$ cat config.mk
export PLATFORM = sky130hd
export DESIGN_NAME = shift_req_stage
export DESIGN_NICKNAME = d
export VERILOG_FILES = /design/src/rtl/shift_req_stage.sv
export SDC_FILE = /design/constraint.sdc
export NUM_CORES = 1
export LEC_CHECK = 0
export ABC_AREA = 1
export ABC_CLOCK_PERIOD_IN_PS = 2900
export CORE_ASPECT_RATIO = 1.4
export CORE_MARGIN = 3
export CORE_UTILIZATION = 55
export CTS_BUF_LIST = sky130_fd_sc_hd__clkbuf_8
export CTS_CLUSTER_SIZE = 28
export DETAILED_ROUTE_END_ITERATION = 16
export GPL_TIMING_DRIVEN = 0
export PLACE_DENSITY = 0.83
export SLEW_MARGIN = 15
export SYNTH_ARGS = -nofsm -noshare
export SYNTH_HDL_FRONTEND = slang
export SYNTH_SLANG_ARGS = --single-unit
$ cat constraint.sdc
create_clock -name clk -period 2.9 [get_ports clk]
set_clock_uncertainty 0.2 [all_clocks]
set_input_delay 0.58 -clock clk [delete_from_list [all_inputs] [get_ports clk]]
set_output_delay 0.58 -clock clk [all_outputs]
set_load 0.02 [all_outputs]
$ cat src/rtl/shift_req_stage.sv
// ---------------------------------------------------------------------------
// shift_req_stage
//
// Request-queue front end for an external 8-bit logical-right barrel shifter.
// Incoming {data, amount} pairs are buffered in a small circular FIFO. The
// head entry is presented to the shifter combinationally, and the shifter's
// result is captured into an output register that uses a valid/ready
// handshake.
//
// Optional feature:
//   SHIFT_REQ_LOST_BITS_EN - when defined, out_lost reports whether any '1'
//                            bit was shifted off the low end of the operand.
//                            When undefined, out_lost is tied to 0 and no
//                            lost-bit logic is built.
//
// Parameters:
//   DEPTH       FIFO depth in entries (2, 4 or 8)
//
// Ports:
//   clk         single clock, rising-edge active
//   rst         asynchronous, active-high reset
//   in_valid    upstream request valid
//   in_ready    stage can accept a request this cycle (FIFO not full)
//   in_data     byte to be shifted
//   in_amt      right-shift amount, 0-7
//   sh_in       operand to the external shifter (FIFO head, 0 when empty)
//   sh_ctrl     shift amount to the external shifter (0 when empty)
//   sh_out      combinational result from the external shifter
//   out_valid   result register holds a valid result
//   out_ready   consumer accepts the result
//   out_data    registered shift result
//   out_lost    a '1' bit was shifted out of the captured result
//   fifo_count  current FIFO occupancy
// ---------------------------------------------------------------------------
module shift_req_stage #(
    parameter int DEPTH = 4
) (
    input  logic                     clk,
    input  logic                     rst,
    input  logic                     in_valid,
    output logic                     in_ready,
    input  logic [7:0]               in_data,
    input  logic [2:0]               in_amt,
    output logic [7:0]               sh_in,
    output logic [2:0]               sh_ctrl,
    input  logic [7:0]               sh_out,
    output logic                     out_valid,
    input  logic                     out_ready,
    output logic [7:0]               out_data,
    output logic                     out_lost,
    output logic [$clog2(DEPTH):0]   fifo_count
);

    localparam int PW = $clog2(DEPTH);
    localparam int CW = PW + 1;

    localparam logic [PW-1:0] LAST_IDX   = PW'(DEPTH - 1);
    localparam logic [CW-1:0] FULL_COUNT = CW'(DEPTH);

    // FIFO storage and bookkeeping
    logic [7:0]    r_dataMem [DEPTH];
    logic [2:0]    r_amtMem  [DEPTH];
    logic [PW-1:0] r_wrPtr;
    logic [PW-1:0] r_rdPtr;
    logic [CW-1:0] r_count;

    // Output register
    logic          r_outValid;
    logic [7:0]    r_outData;

    // Control and datapath wires
    logic          w_empty;
    logic          w_full;
    logic          w_push;
    logic          w_pop;
    logic [PW-1:0] w_wrPtrNext;
    logic [PW-1:0] w_rdPtrNext;
    logic [7:0]    w_headData;
    logic [2:0]    w_headAmt;

    // -----------------------------------------------------------------------
    // Handshake decisions.
    // A full FIFO refuses a push even when a pop frees a slot in the same
    // cycle; this keeps in_ready a pure function of the registered count and
    // avoids a combinational path from out_ready to in_ready.
    // -----------------------------------------------------------------------
    assign w_empty = (r_count == '0);
    assign w_full  = (r_count == FULL_COUNT);

    assign in_ready = !w_full;
    assign w_push   = in_valid && !w_full;
    assign w_pop    = !w_empty && (!r_outValid || out_ready);

    // Explicit wrap so the pointers stay correct for any depth value.
    always_comb begin
        w_wrPtrNext = (r_wrPtr == LAST_IDX) ? '0 : r_wrPtr + 1'b1;
        w_rdPtrNext = (r_rdPtr == LAST_IDX) ? '0 : r_rdPtr + 1'b1;
    end

    // Head entry drives the shifter; an empty FIFO presents a clean zero.
    always_comb begin
        w_headData = 8'h00;
        w_headAmt  = 3'd0;
        if (!w_empty) begin
            w_headData = r_dataMem[r_rdPtr];
            w_headAmt  = r_amtMem[r_rdPtr];
        end
    end

    assign sh_in   = w_headData;
    assign sh_ctrl = w_headAmt;

    // Storage is not reset: the pointers and count alone decide which
    // entries are meaningful.
    always_ff @(posedge clk) begin
        if (w_push) begin
            r_dataMem[r_wrPtr] <= in_data;
            r_amtMem[r_wrPtr]  <= in_amt;
        end
    end

    always_ff @(posedge clk or posedge rst) begin
        if (rst) begin
            r_wrPtr <= '0;
            r_rdPtr <= '0;
            r_count <= '0;
        end else begin
            if (w_push) begin
                r_wrPtr <= w_wrPtrNext;
            end
            if (w_pop) begin
                r_rdPtr <= w_rdPtrNext;
            end
            // Simultaneous push and pop leaves the occupancy unchanged.
            case ({w_push, w_pop})
                2'b10:   r_count <= r_count + 1'b1;
                2'b01:   r_count <= r_count - 1'b1;
                default: r_count <= r_count;
            endcase
        end
    end

    assign fifo_count = r_count;

    // -----------------------------------------------------------------------
    // Output register. A pop always refills it; otherwise a taken result
    // empties it. out_data is held while the consumer stalls and simply
    // keeps its last value after the result has been taken.
    // -----------------------------------------------------------------------
    always_ff @(posedge clk or posedge rst) begin
        if (rst) begin
            r_outValid <= 1'b0;
            r_outData  <= 8'h00;
        end else if (w_pop) begin
            r_outValid <= 1'b1;
            r_outData  <= sh_out;
        end else if (out_ready) begin
            r_outValid <= 1'b0;
        end
    end

    assign out_valid = r_outValid;
    assign out_data  = r_outData;

`ifdef SHIFT_REQ_LOST_BITS_EN
    // The bits that fall off a right shift by N are exactly data[N-1:0];
    // the mask is all zeros for N = 0, so nothing is ever lost there.
    logic [7:0] w_lostMask;
    logic       w_lostBit;
    logic       r_outLost;

    assign w_lostMask = ~(8'hFF << w_headAmt);
    assign w_lostBit  = |(w_headData & w_lostMask);

    always_ff @(posedge clk or posedge rst) begin
        if (rst) begin
            r_outLost <= 1'b0;
        end else if (w_pop) begin
            r_outLost <= w_lostBit;
        end
    end

    assign out_lost = r_outLost;
`else
    assign out_lost = 1'b0;
`endif

endmodule

[Yosys cells after proc, flatten, opt, wreduce, memory -nomap -nowiden]
Memory sizes are Yosys's and may differ from the RTL's.
Cells that the tools add are included.
W data, S select, Z words.
Word-level totals
  register bits after elaboration: 16
  bits in writable memories: 44
  input port bits: 23
  output and inout bits: 25
  word-level logic and storage cells: 34
  memories kept: 2
Memories
  r_dataMem: depth 4, width 8, read ports 1, clocked after memory_dff 0, wr ports 1, RTL line 61  | logic [7:0] r_dataMem [DEPTH];
  r_amtMem: depth 4, width 3, read ports 1, clocked after memory_dff 0, wr ports 1, RTL line 62  | logic [2:0] r_amtMem [DEPTH];
Operators by class
  add/sub/neg operators: 4
  equal/unequal tests: 5
  multiplexer cells: 9
  reduce and logical (&&, ||, !) cells: 9
Operator list (count)
  $mux W8: 1
  $eq A2 B2 Y1 const B: 3
  $pmux W3 S2: 1
  $add A2 B1 Y2 const B: 2
  $mux W1: 4
  $mux W2: 2
  $reduce_bool A2 Y1: 2
  $add A3 B1 Y3 const B: 1
  $eq A3 B3 Y1 const B: 1
  $logic_not A1 Y1: 3
  $logic_not A3 Y1: 1
  $mux W3: 1
  $sub A3 B1 Y3 const B: 1
  $eq A2 B1 Y1 const B: 1
  $logic_and A1 B1 Y1: 2
  $logic_or A1 B1 Y1: 1

[Depth between registers and ports, before layout]
Gate-level depths: netlist of the first run.
  depth in word-level cells: 5
  depth in mapped cells: 13
  mapped depth without buffers: 12

[Worst setup path before layout of the first run]
No wires, ideal clock.
  path type: flip-flop to flip-flop
  start point: register r_count[1] (netlist: fifo_count[1])
  end point: register r_count[2] (netlist: fifo_count[2])
  library setup time: 0.118 ns
  arrival time: 1.796 ns
  required time: 2.582 ns
  path slack: 0.786 ns
  stages on the path, launching flop included: 11
  path buffers: 0
  clock period less this slack: 2.114 ns
  path through: dfrtp_1 > inv_1 > nand3_2 > nand2_2 > ha_1 > inv_1 > fa_1 > nand2_1 > nand3_1 > nand2_1 > nand2_1
Between the ends
  cells in the longest elaborated chain, start to end: 5
  elaborated cells on any way between the ends: 12
  classes of those cells: add/sub: 2; eq/ne: 3; mux: 1; reduce/logical: 6
RTL lines
  from (decl): RTL line 65  | logic [CW-1:0] r_count;
  from (signal assigned): RTL line 136  | 2'b10: r_count <= r_count + 1'b1;
  from (signal assigned): RTL line 137  | 2'b01: r_count <= r_count - 1'b1;
  from (signal assigned): RTL line 138  | default: r_count <= r_count;
  $eq A3 B3 Y1 *: RTL line 88  | assign w_full = (r_count == FULL_COUNT);
  $logic_not A1 Y1 *
  net in_ready: RTL line 41  | output logic in_ready,
  $logic_and A1 B1 Y1 *: RTL line 91  | assign w_push = in_valid && !w_full;
  $eq A2 B1 Y1 or $eq A2 B2 Y1 (tied branches): RTL line 135  | case ({w_push, w_pop})
  $pmux W3 S2 or $reduce_bool A2 Y1 (tied branches)
Mark *: on every way through the listed nets, which the timed path passes. The rest lies on a longest branch.
A chain may end at the register's enable or synchronous reset.

[Worst setup path after layout of the first run]
  start point: register r_rdPtr[0]
  end point: output sh_ctrl[0]
Between the ends
  cells in the longest elaborated chain, start to end: 2
RTL lines
  from (decl): RTL line 64  | logic [PW-1:0] r_rdPtr;
  from (signal assigned): RTL line 132  | r_rdPtr <= w_rdPtrNext;
  $mem_v2 Z4 W3
  $mux W3: RTL line 104  | if (!w_empty) begin
  to (decl): RTL line 45  | output logic [2:0] sh_ctrl,
Every way passes these cells.

==> flow_summary.html, run 1 <==
<table>
<tr><th>Metric</th><th>Value</th></tr>
<tr><th colspan="2">GRT</th></tr>
<tr><td>All-layer global routing usage</td><td>20.9%</td></tr>
<tr><td>Initial antenna violation count</td><td>0</td></tr>
<tr><td>Maximum number of pins on one net before global-route repair</td><td>17</td></tr>
<tr><td>Grt total ovfl</td><td>0</td></tr>
<tr><td>Vias in the first global route</td><td>2095</td></tr>
<tr><td>Global-route wire length before repair</td><td>8970 µm</td></tr>
<tr><th colspan="2">Yosys</th></tr>
<tr><td>Post-Synth Simple-Gate Area</td><td>18.3%</td></tr>
<tr><td>Combined area of all synthesized cells</td><td>2720 µm²</td></tr>
<tr><td>Syn nets</td><td>304</td></tr>
<tr><td>Mean post-synth cell area</td><td>9.91 µm²</td></tr>
<tr><td>Post-Syn Instances</td><td>274</td></tr>
<tr><td>Adder and majority cell fraction of the synthesized area</td><td>3.50%</td></tr>
<tr><td>Count of cell types in the netlist</td><td>21</td></tr>
<tr><td>Combinational family with the most area after synthesis</td><td>simple AND/OR/NAND/NOR gates</td></tr>
<tr><td>Post-synthesis sequential element count</td><td>60</td></tr>
<tr><td>Post-synthesis sequential area ratio</td><td>63.4%</td></tr>
<tr><td>Xor/xnor cell area share of the yosys netlist</td><td>0.322%</td></tr>
<tr><td>Synthesized-area fraction occupied by ao, oa, aoi and oai cells</td><td>2.40%</td></tr>
<tr><td>Count of synthesis-stage warnings from yosys</td><td>0</td></tr>
<tr><td>Fraction of synthesized area in multiplexers</td><td>0%</td></tr>
<tr><th colspan="2">Route</th></tr>
<tr><td>DR vias</td><td>1973</td></tr>
<tr><td>Number of DRC violations after detailed routing</td><td>0</td></tr>
<tr><td>Total iterations of the first detailed-routing run</td><td>5</td></tr>
<tr><td>Initial detailed-routing violation count</td><td>53</td></tr>
<tr><td>Routed length per placed instance</td><td>14.1 µm</td></tr>
<tr><td>Residual antenna-violating net count after detailed routing</td><td>0</td></tr>
<tr><td>Vias per cell</td><td>4.96</td></tr>
<tr><td>Routed wire length</td><td>5620 µm</td></tr>
<tr><th colspan="2">Finish</th></tr>
<tr><td>Register cell area after layout</td><td>1720 µm²</td></tr>
<tr><td>Footprint of the multi-input gates</td><td>669 µm²</td></tr>
<tr><td>N_diodes</td><td>0</td></tr>
<tr><td>Count of fill cells added during filler insertion</td><td>355</td></tr>
<tr><td>Number of nets at the end of the flow</td><td>361</td></tr>
<tr><td>Synth-to-layout area growth</td><td>25.9%</td></tr>
<tr><td>Share of final-layout standard cells stronger than drive strength 1</td><td>9.52%</td></tr>
<tr><th colspan="2">Min path</th></tr>
<tr><td>Instance count along the most critical hold path</td><td>2</td></tr>
<tr><td>Classification of the worst-slack hold path</td><td>flop to flop</td></tr>
<tr><th colspan="2">Pwr</th></tr>
<tr><td>IR drop worst, VDD</td><td>0.000700 V</td></tr>
<tr><td>Pwr dens</td><td>1080 nW/µm²</td></tr>
<tr><td>Leakage power of the design</td><td>1.62 nW</td></tr>
<tr><td>Total Power Consumption</td><td>3.69 mW</td></tr>
<tr><th colspan="2">Floorplan</th></tr>
<tr><td>Placement row count</td><td>29</td></tr>
<tr><td>Number of primary I/O pins</td><td>48</td></tr>
<tr><td>Die H</td><td>89.2 µm</td></tr>
<tr><td>Total core area</td><td>4640 µm²</td></tr>
<tr><td>Die Outline Area</td><td>5830 µm²</td></tr>
<tr><td>Initial cell density of the core</td><td>58.5%</td></tr>
<tr><td>Die boundary width</td><td>65.4 µm</td></tr>
<tr><th colspan="2">Run status</th></tr>
<tr><td>Run status</td><td>finished clean</td></tr>
<tr><th colspan="2">Timing</th></tr>
<tr><td>Max-slew headroom</td><td>25.5%</td></tr>
<tr><td>Hold Violations, Final</td><td>0</td></tr>
<tr><td>Min Tclk post-route</td><td>2.77 ns</td></tr>
<tr><td>Max frequency</td><td>361 MHz</td></tr>
<tr><td>Sum Neg Setup Slack</td><td>0 ns</td></tr>
<tr><td>Count of final setup violators</td><td>0</td></tr>
<tr><td>Final Cycle Share</td><td>95.4%</td></tr>
<tr><td>Unrepaired setup endpoints after global routing</td><td>no</td></tr>
<tr><td>Slew at the pin with the worst max-slew slack</td><td>1.11 ns</td></tr>
<tr><td>Number of max-slew violations in the final report</td><td>0</td></tr>
<tr><th colspan="2">Clocking</th></tr>
<tr><td>Clock transition at the registers of the reported paths</td><td>0.06 ns</td></tr>
<tr><td>Hold-fix buffers at CTS</td><td>0</td></tr>
<tr><td>H-tree depth</td><td>3</td></tr>
<tr><td>CTS tree</td><td>yes</td></tr>
<tr><td>Worst skew pair latency</td><td>0.33 ns</td></tr>
<tr><td>Root Driver</td><td>sky130_fd_sc_hd__clkbuf_8</td></tr>
<tr><td>Post-CTS Repair Setup Buffers</td><td>0</td></tr>
<tr><td>Clock Tree Buf Depth</td><td>2</td></tr>
<tr><td>Number of CTS-inserted buffers</td><td>9</td></tr>
<tr><td>TritonCTS Sinks</td><td>60</td></tr>
<tr><td>Quantity of gates resized following cts</td><td>0</td></tr>
<tr><th colspan="2">Setup path</th></tr>
<tr><td>Cell-by-cell trace of the critical path</td><td>buf_6 -&gt; buf_2 -&gt; nand2_1 -&gt; nand3_1 -&gt; a21oi_1 -&gt; clkdlybuf4s50_1</td></tr>
<tr><td>Data arrival time at the worst-slack endpoint</td><td>1.99 ns</td></tr>
<tr><td>Peak fanout along the critical path</td><td>10</td></tr>
<tr><td>Crit start category</td><td>flop</td></tr>
<tr><td>Delay of the slowest cell on the worst path</td><td>0.64 ns</td></tr>
<tr><td>Critical setup path kind</td><td>flop to output port</td></tr>
<tr><td>Setup crit end kind</td><td>output port</td></tr>
<tr><td>Data required, critical path</td><td>2.12 ns</td></tr>
<tr><td>Number of cells on the worst reg-to-reg path</td><td>4</td></tr>
<tr><td>Critical-path cell with the highest stage delay</td><td>sky130_fd_sc_hd__clkdlybuf4s50_1</td></tr>
<tr><th colspan="2">Job</th></tr>
<tr><td>Total of max-cap violations</td><td>0</td></tr>
<tr><th colspan="2">Place</th></tr>
<tr><td>Final weighted congestion in routability-driven placement</td><td>0.768</td></tr>
<tr><td>DP HPWL</td><td>3870 µm</td></tr>
<tr><td>I/O Buffers</td><td>46</td></tr>
</table>
power by group:
part | switching (mW) | leakage, nW | internal, mW | total, mW
logic | 1.05 | 0.921 | 0.750 | 1.80
clock network | 0.291 | 0.101 | 0.317 | 0.608
registers | 0.113 | 0.595 | 1.17 | 1.28
synth_stat cells (all sizes together):
library cell	count	area share, %
inv	62	8.7
buf	11	3.3
conb	1	0.14
xnor2	1	0.32
nand3	26	5.2
edfxtp	44	49
nand4	1	0.23
a21oi	11	2.0
fa	1	0.74
o21ai	2	0.37
dfrtp	16	15
nor2	5	0.69
ha	6	2.8
nand2	87	12
worst max-delay path: cells and delay by family, from the launching register on:
family	cells	cell delay [ns]
AND/OR/NAND/NOR	2	0.16
flip-flops	1	0.39
AO/OA/AOI/OAI	1	0.15
buffers and inverters	3	0.97
sequential cells by signal, summed over array words and instances (netlist names):
register	flops
r_rdPtr	2
out_data	8
r_dataMem	32
r_amtMem	12
out_valid	1
fifo_count	3
r_wrPtr	2
worst paths after layout:
check / start / slack, ns / endpoint
max: r_rdPtr[0] / 0.13 / sh_ctrl[0]
min: out_data[6] / 0.28 / out_data[6]
max reg2reg: fifo_count[1] / 0.72 / r_dataMem[1][7]
min reg2reg: out_data[6] / 0.28 / out_data[6]
max in group asynchronous: rst / 1.67 / out_data[6]
min in group asynchronous: rst / 0.43 / out_valid
cell usage in the layout, fill, tap and decap left out:
cell	count
sky130_fd_sc_hd__a21oi_1	11
sky130_fd_sc_hd__buf_2	3
sky130_fd_sc_hd__buf_4	4
sky130_fd_sc_hd__buf_6	4
sky130_fd_sc_hd__clkbuf_8	10
sky130_fd_sc_hd__clkdlybuf4s50_1	45
sky130_fd_sc_hd__clkinv_2	2
sky130_fd_sc_hd__conb_1	1
sky130_fd_sc_hd__dfrtp_1	16
sky130_fd_sc_hd__dlymetal6s2s_1	1
sky130_fd_sc_hd__edfxtp_1	44
sky130_fd_sc_hd__fa_1	1
sky130_fd_sc_hd__ha_1	6
sky130_fd_sc_hd__inv_1	61
sky130_fd_sc_hd__inv_2	4
sky130_fd_sc_hd__inv_4	1
sky130_fd_sc_hd__nand2_1	85
sky130_fd_sc_hd__nand2_2	2
sky130_fd_sc_hd__nand3_1	24
sky130_fd_sc_hd__nand3_2	2
sky130_fd_sc_hd__nand4_1	1
sky130_fd_sc_hd__nor2_1	5
sky130_fd_sc_hd__o21ai_0	1
sky130_fd_sc_hd__o21ai_1	1
sky130_fd_sc_hd__xnor2_1	1
per-stage QoR:
step	setup slack, ns	std cells	hold WS [ns]	util [%]	cell area, µm²
after floorplan	0.786	274	0.292	-	2720
after global placement	0.236	382	0.264	70.1	3250
after detailed placement	0.207	382	0.264	70.1	3250
after CTS	0.0801	398	0.281	73.6	3420
after global routing	0.0167	398	0.297	73.6	3420
final	0.133	398	0.278	73.6	3420
routing by layer:
metal	up-vias	wire [µm]	track usage, %
met5	-	0	0
met4	0	79	8.87
met3	12	263	6.04
met2	58	3080	38.2
met1	942	2190	22.4
li1	961	-	-
cells by family (layout without fill, tap and decap cells):
kind of cell,Yosys count,after routing
AO/OA/AOI/OAI,13,13
XOR/XNOR,1,1
adder cells (fa/ha/maj),7,7
buffers and inverters,73,135
flip-flops,60,60
other,1,1
AND/OR/NAND/NOR,119,119
area by class of cell:
type	instances	area share, %
plain buffers	11	2.63
multi-input cells	141	19.6
repair buffers	46	13.5
clock inverters	6	0.732
well taps	62	2.27
clock buffers	10	4.02
flip-flops and latches	60	50.3
inverters	62	6.88
Note: power is estimated with default switching activity, not from simulation.
==> inputs of run 2 (changes only) <==
ABC_CLOCK_PERIOD_IN_PS = 3150   (was 2900)
CORE_UTILIZATION = 35   (was 55)
CTS_BUF_LIST = not set   (was sky130_fd_sc_hd__clkbuf_8)
PLACE_DENSITY = 0.57   (was 0.83)
clock period = 3.15 ns   (was 2.9 ns; I/O delays follow)
==> flow_summary.html, run 2 (synthesis results as in run 1) <==
<table>
<tr><th>Metric</th><th>Value</th></tr>
<tr><th colspan="2">Run status</th></tr>
<tr><td>Run status</td><td>finished clean (unchanged)</td></tr>
<tr><th colspan="2">Timing</th></tr>
<tr><td>Hold Violations, Final</td><td>0 (unchanged)</td></tr>
<tr><td>Unrepaired setup endpoints after global routing</td><td>no (unchanged)</td></tr>
<tr><td>Sum Neg Setup Slack</td><td>0 ns (unchanged)</td></tr>
<tr><td>Number of max-slew violations in the final report</td><td>0 (unchanged)</td></tr>
<tr><td>Max frequency</td><td>348 MHz</td></tr>
<tr><td>Max-slew headroom</td><td>26.4% (was 25.5%)</td></tr>
<tr><td>Hold_ws</td><td>0.287 ns (was 0.278 ns)</td></tr>
<tr><td>Min Tclk post-route</td><td>2.88 ns</td></tr>
<tr><td>Count of final setup violators</td><td>0 (unchanged)</td></tr>
<tr><td>Slew at the pin with the worst max-slew slack</td><td>1.10 ns (was 1.11 ns)</td></tr>
<tr><td>Final Cycle Share</td><td>91.3%</td></tr>
<tr><th colspan="2">GRT</th></tr>
<tr><td>Initial antenna violation count</td><td>0 (unchanged)</td></tr>
<tr><td>Vias in the first global route</td><td>1843 (was 2095)</td></tr>
<tr><td>Met2 track utilization from global routing</td><td>23.4% (was 38.2%)</td></tr>
<tr><td>Maximum number of pins on one net before global-route repair</td><td>17 (unchanged)</td></tr>
<tr><td>Fraction of met3 tracks used by global routing</td><td>4.63% (was 6.04%)</td></tr>
<tr><td>Global-route wire length before repair</td><td>9000 µm (was 8970 µm)</td></tr>
<tr><td>Met1 layer usage reported by global route</td><td>16.2% (was 22.4%)</td></tr>
<tr><td>Grt total ovfl</td><td>0 (unchanged)</td></tr>
<tr><td>Highest-utilization routing layer at the global route stage</td><td>met2 (unchanged)</td></tr>
<tr><td>All-layer global routing usage</td><td>13.9% (was 20.9%)</td></tr>
<tr><th colspan="2">Finish</th></tr>
<tr><td>Count of fill cells added during filler insertion</td><td>723 (was 355)</td></tr>
<tr><td>Commonest cells after routing, fill and taps aside</td><td>sky130_fd_sc_hd__nand2_1, sky130_fd_sc_hd__inv_1, sky130_fd_sc_hd__clkdlybuf4s50_1, sky130_fd_sc_hd__edfxtp_1, sky130_fd_sc_hd__nand3_1 (unchanged)</td></tr>
<tr><td>N_diodes</td><td>0 (unchanged)</td></tr>
<tr><td>Finished layout cell area</td><td>3470 µm² (was 3420 µm²)</td></tr>
<tr><td>Number of nets at the end of the flow</td><td>361 (unchanged)</td></tr>
<tr><td>Number of flip-flops in the largest register</td><td>32 (unchanged)</td></tr>
<tr><td>Final cell count without fillers</td><td>433 (was 398)</td></tr>
<tr><td>Fraction of the core area covered by cells at the end of the flow</td><td>46.6% (was 73.6%)</td></tr>
<tr><td>Register with the most flip-flops</td><td>r_dataMem (unchanged)</td></tr>
<tr><td>Synth-to-layout area growth</td><td>27.7% (was 25.9%)</td></tr>
<tr><td>Share of final-layout standard cells stronger than drive strength 1</td><td>10.7% (was 9.52%)</td></tr>
<tr><td>Leading cell type in the layout, fill and taps excluded</td><td>sky130_fd_sc_hd__nand2_1 (unchanged)</td></tr>
<tr><td>Register cell area after layout</td><td>1720 µm² (unchanged)</td></tr>
<tr><td>Footprint of the multi-input gates</td><td>672 µm² (was 669 µm²)</td></tr>
<tr><th colspan="2">Floorplan</th></tr>
<tr><td>Initial cell density of the core</td><td>36.4% (was 58.5%)</td></tr>
<tr><td>Number of primary I/O pins</td><td>48 (unchanged)</td></tr>
<tr><td>Total core area</td><td>7450 µm² (was 4640 µm²)</td></tr>
<tr><td>Die boundary width</td><td>80.5 µm (was 65.4 µm)</td></tr>
<tr><td>Die H</td><td>110 µm (was 89.2 µm)</td></tr>
<tr><td>Placement row count</td><td>37 (was 29)</td></tr>
<tr><td>Die Outline Area</td><td>8870 µm² (was 5830 µm²)</td></tr>
<tr><th colspan="2">Pwr</th></tr>
<tr><td>Internal power component</td><td>2.07 mW (was 2.24 mW)</td></tr>
<tr><td>Switch share</td><td>39.3% (was 39.4%)</td></tr>
<tr><td>Combinational share of power</td><td>48.3% (was 48.7%)</td></tr>
<tr><td>IR drop worst, VDD</td><td>0.000468 V (was 0.000700 V)</td></tr>
<tr><td>Sequential group share of total power</td><td>34.6% (was 34.8%)</td></tr>
<tr><td>Leakage power of the design</td><td>1.59 nW (was 1.62 nW)</td></tr>
<tr><td>Pwr dens</td><td>981 nW/µm² (was 1080 nW/µm²)</td></tr>
<tr><td>Clock group share of total power</td><td>17.2% (was 16.5%)</td></tr>
<tr><td>Total net switching power</td><td>1.34 mW (was 1.45 mW)</td></tr>
<tr><th colspan="2">Clocking</th></tr>
<tr><td>Clock Tree Buf Depth</td><td>2 (unchanged)</td></tr>
<tr><td>Worst skew pair latency</td><td>0.32 ns (was 0.33 ns)</td></tr>
<tr><td>Clock transition at the registers of the reported paths</td><td>0.06 ns (about the same)</td></tr>
<tr><td>Quantity of gates resized following cts</td><td>0 (unchanged)</td></tr>
<tr><td>TritonCTS Sinks</td><td>60 (unchanged)</td></tr>
<tr><td>H-tree depth</td><td>3 (unchanged)</td></tr>
<tr><td>Root Driver</td><td>sky130_fd_sc_hd__clkbuf_8 (unchanged)</td></tr>
<tr><td>Number of CTS-inserted buffers</td><td>9 (unchanged)</td></tr>
<tr><td>CTS tree</td><td>yes (unchanged)</td></tr>
<tr><td>Hold-fix buffers at CTS</td><td>0 (unchanged)</td></tr>
<tr><td>Post-CTS Repair Setup Buffers</td><td>0 (unchanged)</td></tr>
<tr><th colspan="2">Route</th></tr>
<tr><td>Number of DRC violations after detailed routing</td><td>0 (unchanged)</td></tr>
<tr><td>DR vias</td><td>1844 (was 1973)</td></tr>
<tr><td>Initial detailed-routing violation count</td><td>97 (was 53)</td></tr>
<tr><td>Vias per cell</td><td>4.26 (was 4.96)</td></tr>
<tr><td>Total iterations of the first detailed-routing run</td><td>4 (was 5)</td></tr>
<tr><td>Residual antenna-violating net count after detailed routing</td><td>0 (unchanged)</td></tr>
<tr><td>Routed length per placed instance</td><td>12.8 µm (was 14.1 µm)</td></tr>
<tr><td>Routed wire length</td><td>5530 µm (was 5620 µm)</td></tr>
<tr><th colspan="2">Place</th></tr>
<tr><td>Final weighted congestion in routability-driven placement</td><td>0.681 (was 0.768)</td></tr>
<tr><td>Placed cell areas</td><td>3300 µm² (was 3250 µm²)</td></tr>
<tr><td>I/O Buffers</td><td>46 (unchanged)</td></tr>
<tr><td>DP Cell Count</td><td>417 (was 382)</td></tr>
<tr><td>DP HPWL</td><td>3690 µm (was 3870 µm)</td></tr>
<tr><th colspan="2">Job</th></tr>
<tr><td>Total of max-cap violations</td><td>0 (unchanged)</td></tr>
<tr><th colspan="2">Setup path</th></tr>
<tr><td>Critical setup path kind</td><td>flop to output port (unchanged)</td></tr>
<tr><td>Number of cells on the worst reg-to-reg path</td><td>4 (unchanged)</td></tr>
<tr><td>Setup crit end kind</td><td>output port (unchanged)</td></tr>
<tr><td>Destination of the worst register-to-register timing path</td><td>r_dataMem[1][7] (unchanged)</td></tr>
<tr><td>Timing startpoint of the critical path</td><td>r_rdPtr[1] (was r_rdPtr[0])</td></tr>
<tr><td>Data arrival time at the worst-slack endpoint</td><td>2.05 ns (was 1.99 ns)</td></tr>
<tr><td>Worst setup endpoint</td><td>sh_in[7] (was sh_ctrl[0])</td></tr>
<tr><td>Peak fanout along the critical path</td><td>10 (unchanged)</td></tr>
<tr><td>Data required, critical path</td><td>2.32 ns (was 2.12 ns)</td></tr>
<tr><td>Origin of the critical flop-to-flop path</td><td>fifo_count[1] (unchanged)</td></tr>
<tr><td>Crit start category</td><td>flop (unchanged)</td></tr>
<tr><td>R2r setup slk</td><td>1.00 ns (was 0.72 ns)</td></tr>
<tr><th colspan="2">Min path</th></tr>
<tr><td>Classification of the worst-slack hold path</td><td>flop to flop (unchanged)</td></tr>
</table>
[run 2: layout make-up]
class / instances / share of cell area [%]
Inverter: 62 / 6.78
Tap cell: 97 / 3.50
Clock buffer: 11 / 4.08
Buffer: 11 / 2.60
Timing Repair Buffer: 46 / 13.3
Sequential cell: 60 / 49.6
Clock inverter: 5 / 0.793
Multi-Input combinational cell: 141 / 19.4
[run 2: worst min-delay path by stage]
stage | slack, ns | end | start | cells after the start
floorplan | 0.29 | r_wrPtr[1] | r_wrPtr[1] | 2
global placement | 0.27 | out_data[7] | out_data[7] | 2
detailed placement | 0.27 | out_data[3] | out_data[3] | 2
CTS | 0.29 | out_data[7] | out_data[7] | 2
global route | 0.31 | out_data[2] | out_data[2] | 2
finish | 0.29 | out_data[7] | out_data[7] | 2
[run 2: per-stage QoR]
stage               total power, mW  worst slack, ns
finish                         3.40            0.275
global route                   3.67            0.106
CTS                            3.47            0.223
detailed placement             2.87            0.378
global placement               2.86            0.398
floorplan                      2.18             1.04
[run 2: power by group through the flow]
stage / registers (mW) / clock network, mW / logic, mW
3_3_place_gp: 1.19 / 0 / 1.67
5_1_grt: 1.20 / 0.655 / 1.82
3_5_place_dp: 1.19 / 0 / 1.68
6_report: 1.18 / 0.584 / 1.64
2_1_floorplan: 1.26 / 0 / 0.920
4_1_cts: 1.18 / 0.608 / 1.68
[run 2: worst max-delay path, cell delays in order, from the launching register on]
cell                              delay [ns]
sky130_fd_sc_hd__dfrtp_1                0.44
sky130_fd_sc_hd__inv_1                  0.09
sky130_fd_sc_hd__buf_2                  0.25
sky130_fd_sc_hd__nand3_1                0.12
sky130_fd_sc_hd__a21oi_1                0.18
sky130_fd_sc_hd__clkdlybuf4s50_1        0.64
[run 2: routing by layer]
layer  share of wire (%)  routed length (µm)
met4                 1.4                  80
met1                  43                2390
met2                  50                2770
met5                   0                   0
met3                 5.2                 288
==> inputs of run 3 (changes only) <==
CAP_MARGIN = 10   (was not set)
HOLD_SLACK_MARGIN = 0.08   (was not set)
REMOVE_ABC_BUFFERS = 1   (was not set)
==> flow_summary.html, run 3 (synthesis results as in run 1) <==
<table>
<tr><th>Metric</th><th>Value</th></tr>
<tr><th colspan="2">Setup path</th></tr>
<tr><td>Top cell family by delay on the critical path</td><td>buffers and inverters (unchanged)</td></tr>
<tr><td>Cell-by-cell trace of the critical path</td><td>clkinvlp_4 -&gt; nand3_1 -&gt; a21oi_1 -&gt; clkdlybuf4s50_1 (was inv_1 -&gt; buf_2 -&gt; nand3_1 -&gt; a21oi_1 -&gt; clkdlybuf4s50_1)</td></tr>
<tr><td>Critical-path cell with the highest stage delay</td><td>sky130_fd_sc_hd__dfrtp_2 (was sky130_fd_sc_hd__clkdlybuf4s50_1)</td></tr>
<tr><td>R2r setup slk</td><td>0.97 ns (was 1.00 ns)</td></tr>
<tr><td>Data required, critical path</td><td>2.32 ns (about the same)</td></tr>
<tr><td>Peak fanout along the critical path</td><td>14 (was 10)</td></tr>
<tr><td>Origin of the critical flop-to-flop path</td><td>fifo_count[1] (unchanged)</td></tr>
<tr><td>Crit start category</td><td>flop (unchanged)</td></tr>
<tr><td>Number of cells on the worst reg-to-reg path</td><td>11 (was 4)</td></tr>
<tr><td>Data arrival time at the worst-slack endpoint</td><td>2.11 ns (was 2.05 ns)</td></tr>
<tr><td>Delay of the slowest cell on the worst path</td><td>0.58 ns (was 0.64 ns)</td></tr>
<tr><td>Critical setup path kind</td><td>flop to output port (unchanged)</td></tr>
<tr><td>Destination of the worst register-to-register timing path</td><td>fifo_count[2] (was r_dataMem[1][7])</td></tr>
<tr><td>Setup crit end kind</td><td>output port (unchanged)</td></tr>
<tr><td>Buf/Inv on CP</td><td>2 (was 3)</td></tr>
<tr><th colspan="2">Route</th></tr>
<tr><td>Routed length per placed instance</td><td>12.4 µm (was 12.8 µm)</td></tr>
<tr><td>Residual antenna-violating net count after detailed routing</td><td>0 (unchanged)</td></tr>
<tr><td>Initial detailed-routing violation count</td><td>56 (was 97)</td></tr>
<tr><td>Routed wire length</td><td>5220 µm (was 5530 µm)</td></tr>
<tr><td>Number of DRC violations after detailed routing</td><td>0 (unchanged)</td></tr>
<tr><td>Vias per cell</td><td>4.30 (was 4.26)</td></tr>
<tr><td>DR vias</td><td>1814 (was 1844)</td></tr>
<tr><td>Total iterations of the first detailed-routing run</td><td>4 (unchanged)</td></tr>
<tr><th colspan="2">Floorplan</th></tr>
<tr><td>Die boundary width</td><td>80.5 µm (unchanged)</td></tr>
<tr><td>Die Outline Area</td><td>8870 µm² (unchanged)</td></tr>
<tr><td>Placement row count</td><td>37 (unchanged)</td></tr>
<tr><td>Number of primary I/O pins</td><td>48 (unchanged)</td></tr>
<tr><td>Total core area</td><td>7450 µm² (unchanged)</td></tr>
<tr><td>Die H</td><td>110 µm (unchanged)</td></tr>
<tr><td>Initial cell density of the core</td><td>36.4% (unchanged)</td></tr>
<tr><th colspan="2">Timing</th></tr>
<tr><td>Unrepaired setup endpoints after global routing</td><td>no (unchanged)</td></tr>
<tr><td>Hold Violations, Final</td><td>0 (unchanged)</td></tr>
<tr><td>Number of max-slew violations in the final report</td><td>0 (unchanged)</td></tr>
<tr><td>Max frequency</td><td>340 MHz (was 348 MHz)</td></tr>
<tr><td>Count of final setup violators</td><td>0 (unchanged)</td></tr>
<tr><td>Final Cycle Share</td><td>93.3% (was 91.3%)</td></tr>
<tr><td>Max-slew headroom</td><td>26.4% (about the same)</td></tr>
<tr><td>Slew at the pin with the worst max-slew slack</td><td>1.10 ns (about the same)</td></tr>
<tr><td>Min Tclk post-route</td><td>2.94 ns (was 2.88 ns)</td></tr>
<tr><td>Sum Neg Setup Slack</td><td>0 ns (unchanged)</td></tr>
<tr><th colspan="2">Job</th></tr>
<tr><td>Total of max-cap violations</td><td>0 (unchanged)</td></tr>
<tr><th colspan="2">Place</th></tr>
<tr><td>DP HPWL</td><td>3370 µm (was 3690 µm)</td></tr>
<tr><td>Final weighted congestion in routability-driven placement</td><td>0.701 (was 0.681)</td></tr>
<tr><td>Placed cell areas</td><td>3210 µm² (was 3300 µm²)</td></tr>
<tr><td>I/O Buffers</td><td>46 (unchanged)</td></tr>
<tr><th colspan="2">Clocking</th></tr>
<tr><td>H-tree depth</td><td>3 (unchanged)</td></tr>
<tr><td>CTS tree</td><td>yes (unchanged)</td></tr>
<tr><td>TritonCTS Sinks</td><td>60 (unchanged)</td></tr>
<tr><td>Number of CTS-inserted buffers</td><td>9 (unchanged)</td></tr>
<tr><td>Root Driver</td><td>sky130_fd_sc_hd__clkbuf_8 (unchanged)</td></tr>
<tr><td>Clock transition at the registers of the reported paths</td><td>0.06 ns (about the same)</td></tr>
<tr><td>Clock Tree Buf Depth</td><td>2 (unchanged)</td></tr>
<tr><td>Worst skew pair latency</td><td>0.33 ns (was 0.32 ns)</td></tr>
<tr><td>Post-CTS Repair Setup Buffers</td><td>0 (unchanged)</td></tr>
<tr><td>Hold-fix buffers at CTS</td><td>0 (unchanged)</td></tr>
<tr><th colspan="2">GRT</th></tr>
<tr><td>All-layer global routing usage</td><td>13.1% (was 13.9%)</td></tr>
<tr><td>Vias in the first global route</td><td>1766 (was 1843)</td></tr>
<tr><td>Grt total ovfl</td><td>0 (unchanged)</td></tr>
<tr><td>Global-route wire length before repair</td><td>8500 µm (was 9000 µm)</td></tr>
<tr><td>Initial antenna violation count</td><td>0 (unchanged)</td></tr>
<tr><td>Maximum number of pins on one net before global-route repair</td><td>27 (was 17)</td></tr>
<tr><th colspan="2">Pwr</th></tr>
<tr><td>Total net switching power</td><td>1.29 mW (was 1.34 mW)</td></tr>
<tr><td>Sequential group share of total power</td><td>37.3% (was 34.6%)</td></tr>
<tr><td>Combinational share of power</td><td>43.2% (was 48.3%)</td></tr>
<tr><td>Clock group share of total power</td><td>19.5% (was 17.2%)</td></tr>
<tr><td>Switch share</td><td>38.5% (was 39.3%)</td></tr>
<tr><td>Pwr dens</td><td>988 nW/µm² (was 981 nW/µm²)</td></tr>
<tr><td>Internal power component</td><td>2.07 mW (about the same)</td></tr>
<tr><td>Leakage power of the design</td><td>1.54 nW (was 1.59 nW)</td></tr>
<tr><td>IR drop worst, VDD</td><td>0.000501 V (was 0.000468 V)</td></tr>
<tr><th colspan="2">Finish</th></tr>
<tr><td>Number of nets at the end of the flow</td><td>350 (was 361)</td></tr>
<tr><td>Commonest cells after routing, fill and taps aside</td><td>sky130_fd_sc_hd__nand2_1, sky130_fd_sc_hd__inv_1, sky130_fd_sc_hd__clkdlybuf4s50_1, sky130_fd_sc_hd__edfxtp_1, sky130_fd_sc_hd__nand3_1 (unchanged)</td></tr>
<tr><td>Number of flip-flops in the largest register</td><td>32 (unchanged)</td></tr>
<tr><td>Count of fill cells added during filler insertion</td><td>712 (was 723)</td></tr>
<tr><td>Leading cell type in the layout, fill and taps excluded</td><td>sky130_fd_sc_hd__nand2_1 (unchanged)</td></tr>
<tr><td>Register with the most flip-flops</td><td>r_dataMem (unchanged)</td></tr>
<tr><td>Finished layout cell area</td><td>3410 µm² (was 3470 µm²)</td></tr>
<tr><td>N_diodes</td><td>0 (unchanged)</td></tr>
<tr><td>Share of final-layout standard cells stronger than drive strength 1</td><td>7.69% (was 10.7%)</td></tr>
<tr><td>Synth-to-layout area growth</td><td>25.4% (was 27.7%)</td></tr>
<tr><th colspan="2">Min path</th></tr>
<tr><td>Instance count along the most critical hold path</td><td>2 (unchanged)</td></tr>
<tr><td>Classification of the worst-slack hold path</td><td>flop to flop (unchanged)</td></tr>
<tr><td>Endpoint with the worst hold slack</td><td>out_data[4] (was out_data[7])</td></tr>
<tr><td>Hold Crit Start</td><td>out_data[4] (was out_data[7])</td></tr>
<tr><th colspan="2">Run status</th></tr>
<tr><td>Run status</td><td>finished clean (unchanged)</td></tr>
</table>
-- run 3: cell type report --
class / count / area, µm² / area share [%]
Inverter: 62 / 239 / 7.01
Multi-Input combinational cell: 141 / 672 / 19.7
Clock buffer: 13 / 149 / 4.37
Clock inverter: 3 / 38.8 / 1.14
Timing Repair Buffer: 46 / 460 / 13.5
Tap cell: 97 / 121 / 3.56
Sequential cell: 60 / 1730 / 50.7
-- run 3: worst register-to-register path, cell delays in order (launching register included) --
cell	delay (ns)
sky130_fd_sc_hd__dfrtp_1	0.37
sky130_fd_sc_hd__inv_1	0.10
sky130_fd_sc_hd__nand3_2	0.11
sky130_fd_sc_hd__nand2_2	0.16
sky130_fd_sc_hd__inv_2	0.21
sky130_fd_sc_hd__ha_1	0.21
sky130_fd_sc_hd__inv_1	0.07
sky130_fd_sc_hd__fa_1	0.38
sky130_fd_sc_hd__nand2_1	0.10
sky130_fd_sc_hd__nand3_1	0.07
sky130_fd_sc_hd__nand2_1	0.06
sky130_fd_sc_hd__nand2_1	0.04
-- run 3: what timing repair did --
| item | CTS | global route |
|---|---|---|
| gates resized for setup | 3 | 1 |
| setup endpoints to repair | 11 | 8 |
| pin swaps | 0 | 0 |
-- run 3: worst max path at each step --
stage / depth (start not counted) / start / end / slack (ns)
6_report: 4 / r_rdPtr[1] / sh_ctrl[1] / 0.21
5_1_grt: 5 / r_rdPtr[0] / sh_ctrl[1] / 0.08
2_1_floorplan: 4 / r_rdPtr[0] / sh_ctrl[0] / 0.90
3_3_place_gp: 5 / r_rdPtr[0] / sh_ctrl[1] / 0.05
4_1_cts: 5 / r_rdPtr[0] / sh_ctrl[1] / 0.004
3_5_place_dp: 5 / r_rdPtr[0] / sh_ctrl[1] / 0.02
-- run 3: per-layer routing --
layer | global-route usage [%] | vias up | wire, µm
met5 | 0 | - | 0
met4 | 6.76 | 0 | 98
met3 | 4.55 | 10 | 319
met2 | 22.4 | 48 | 2640
met1 | 14.4 | 819 | 2160
li1 | - | 937 | -
-- run 3: through the flow --
step	cells	power (mW)	setup slack (ns)	hold WS, ns	util, %
after floorplan	263	2.08	0.898	0.292	-
after global placement	406	2.72	0.0451	0.261	43.0
after detailed placement	406	2.74	0.0178	0.270	43.0
after CTS	422	3.42	0.00386	0.288	45.6
after global routing	422	3.62	0.0767	0.308	45.7
final	422	3.37	0.210	0.283	45.7
-- run 3: power by group through the flow --
stage          sequential (mW)  combinational, mW  clock (mW)
6_report                  1.26               1.45       0.656
5_1_grt                   1.29               1.62       0.710
4_1_cts                   1.26               1.49       0.678
3_5_place_dp              1.26               1.48           0
3_3_place_gp              1.26               1.46           0
2_1_floorplan             1.30              0.778           0
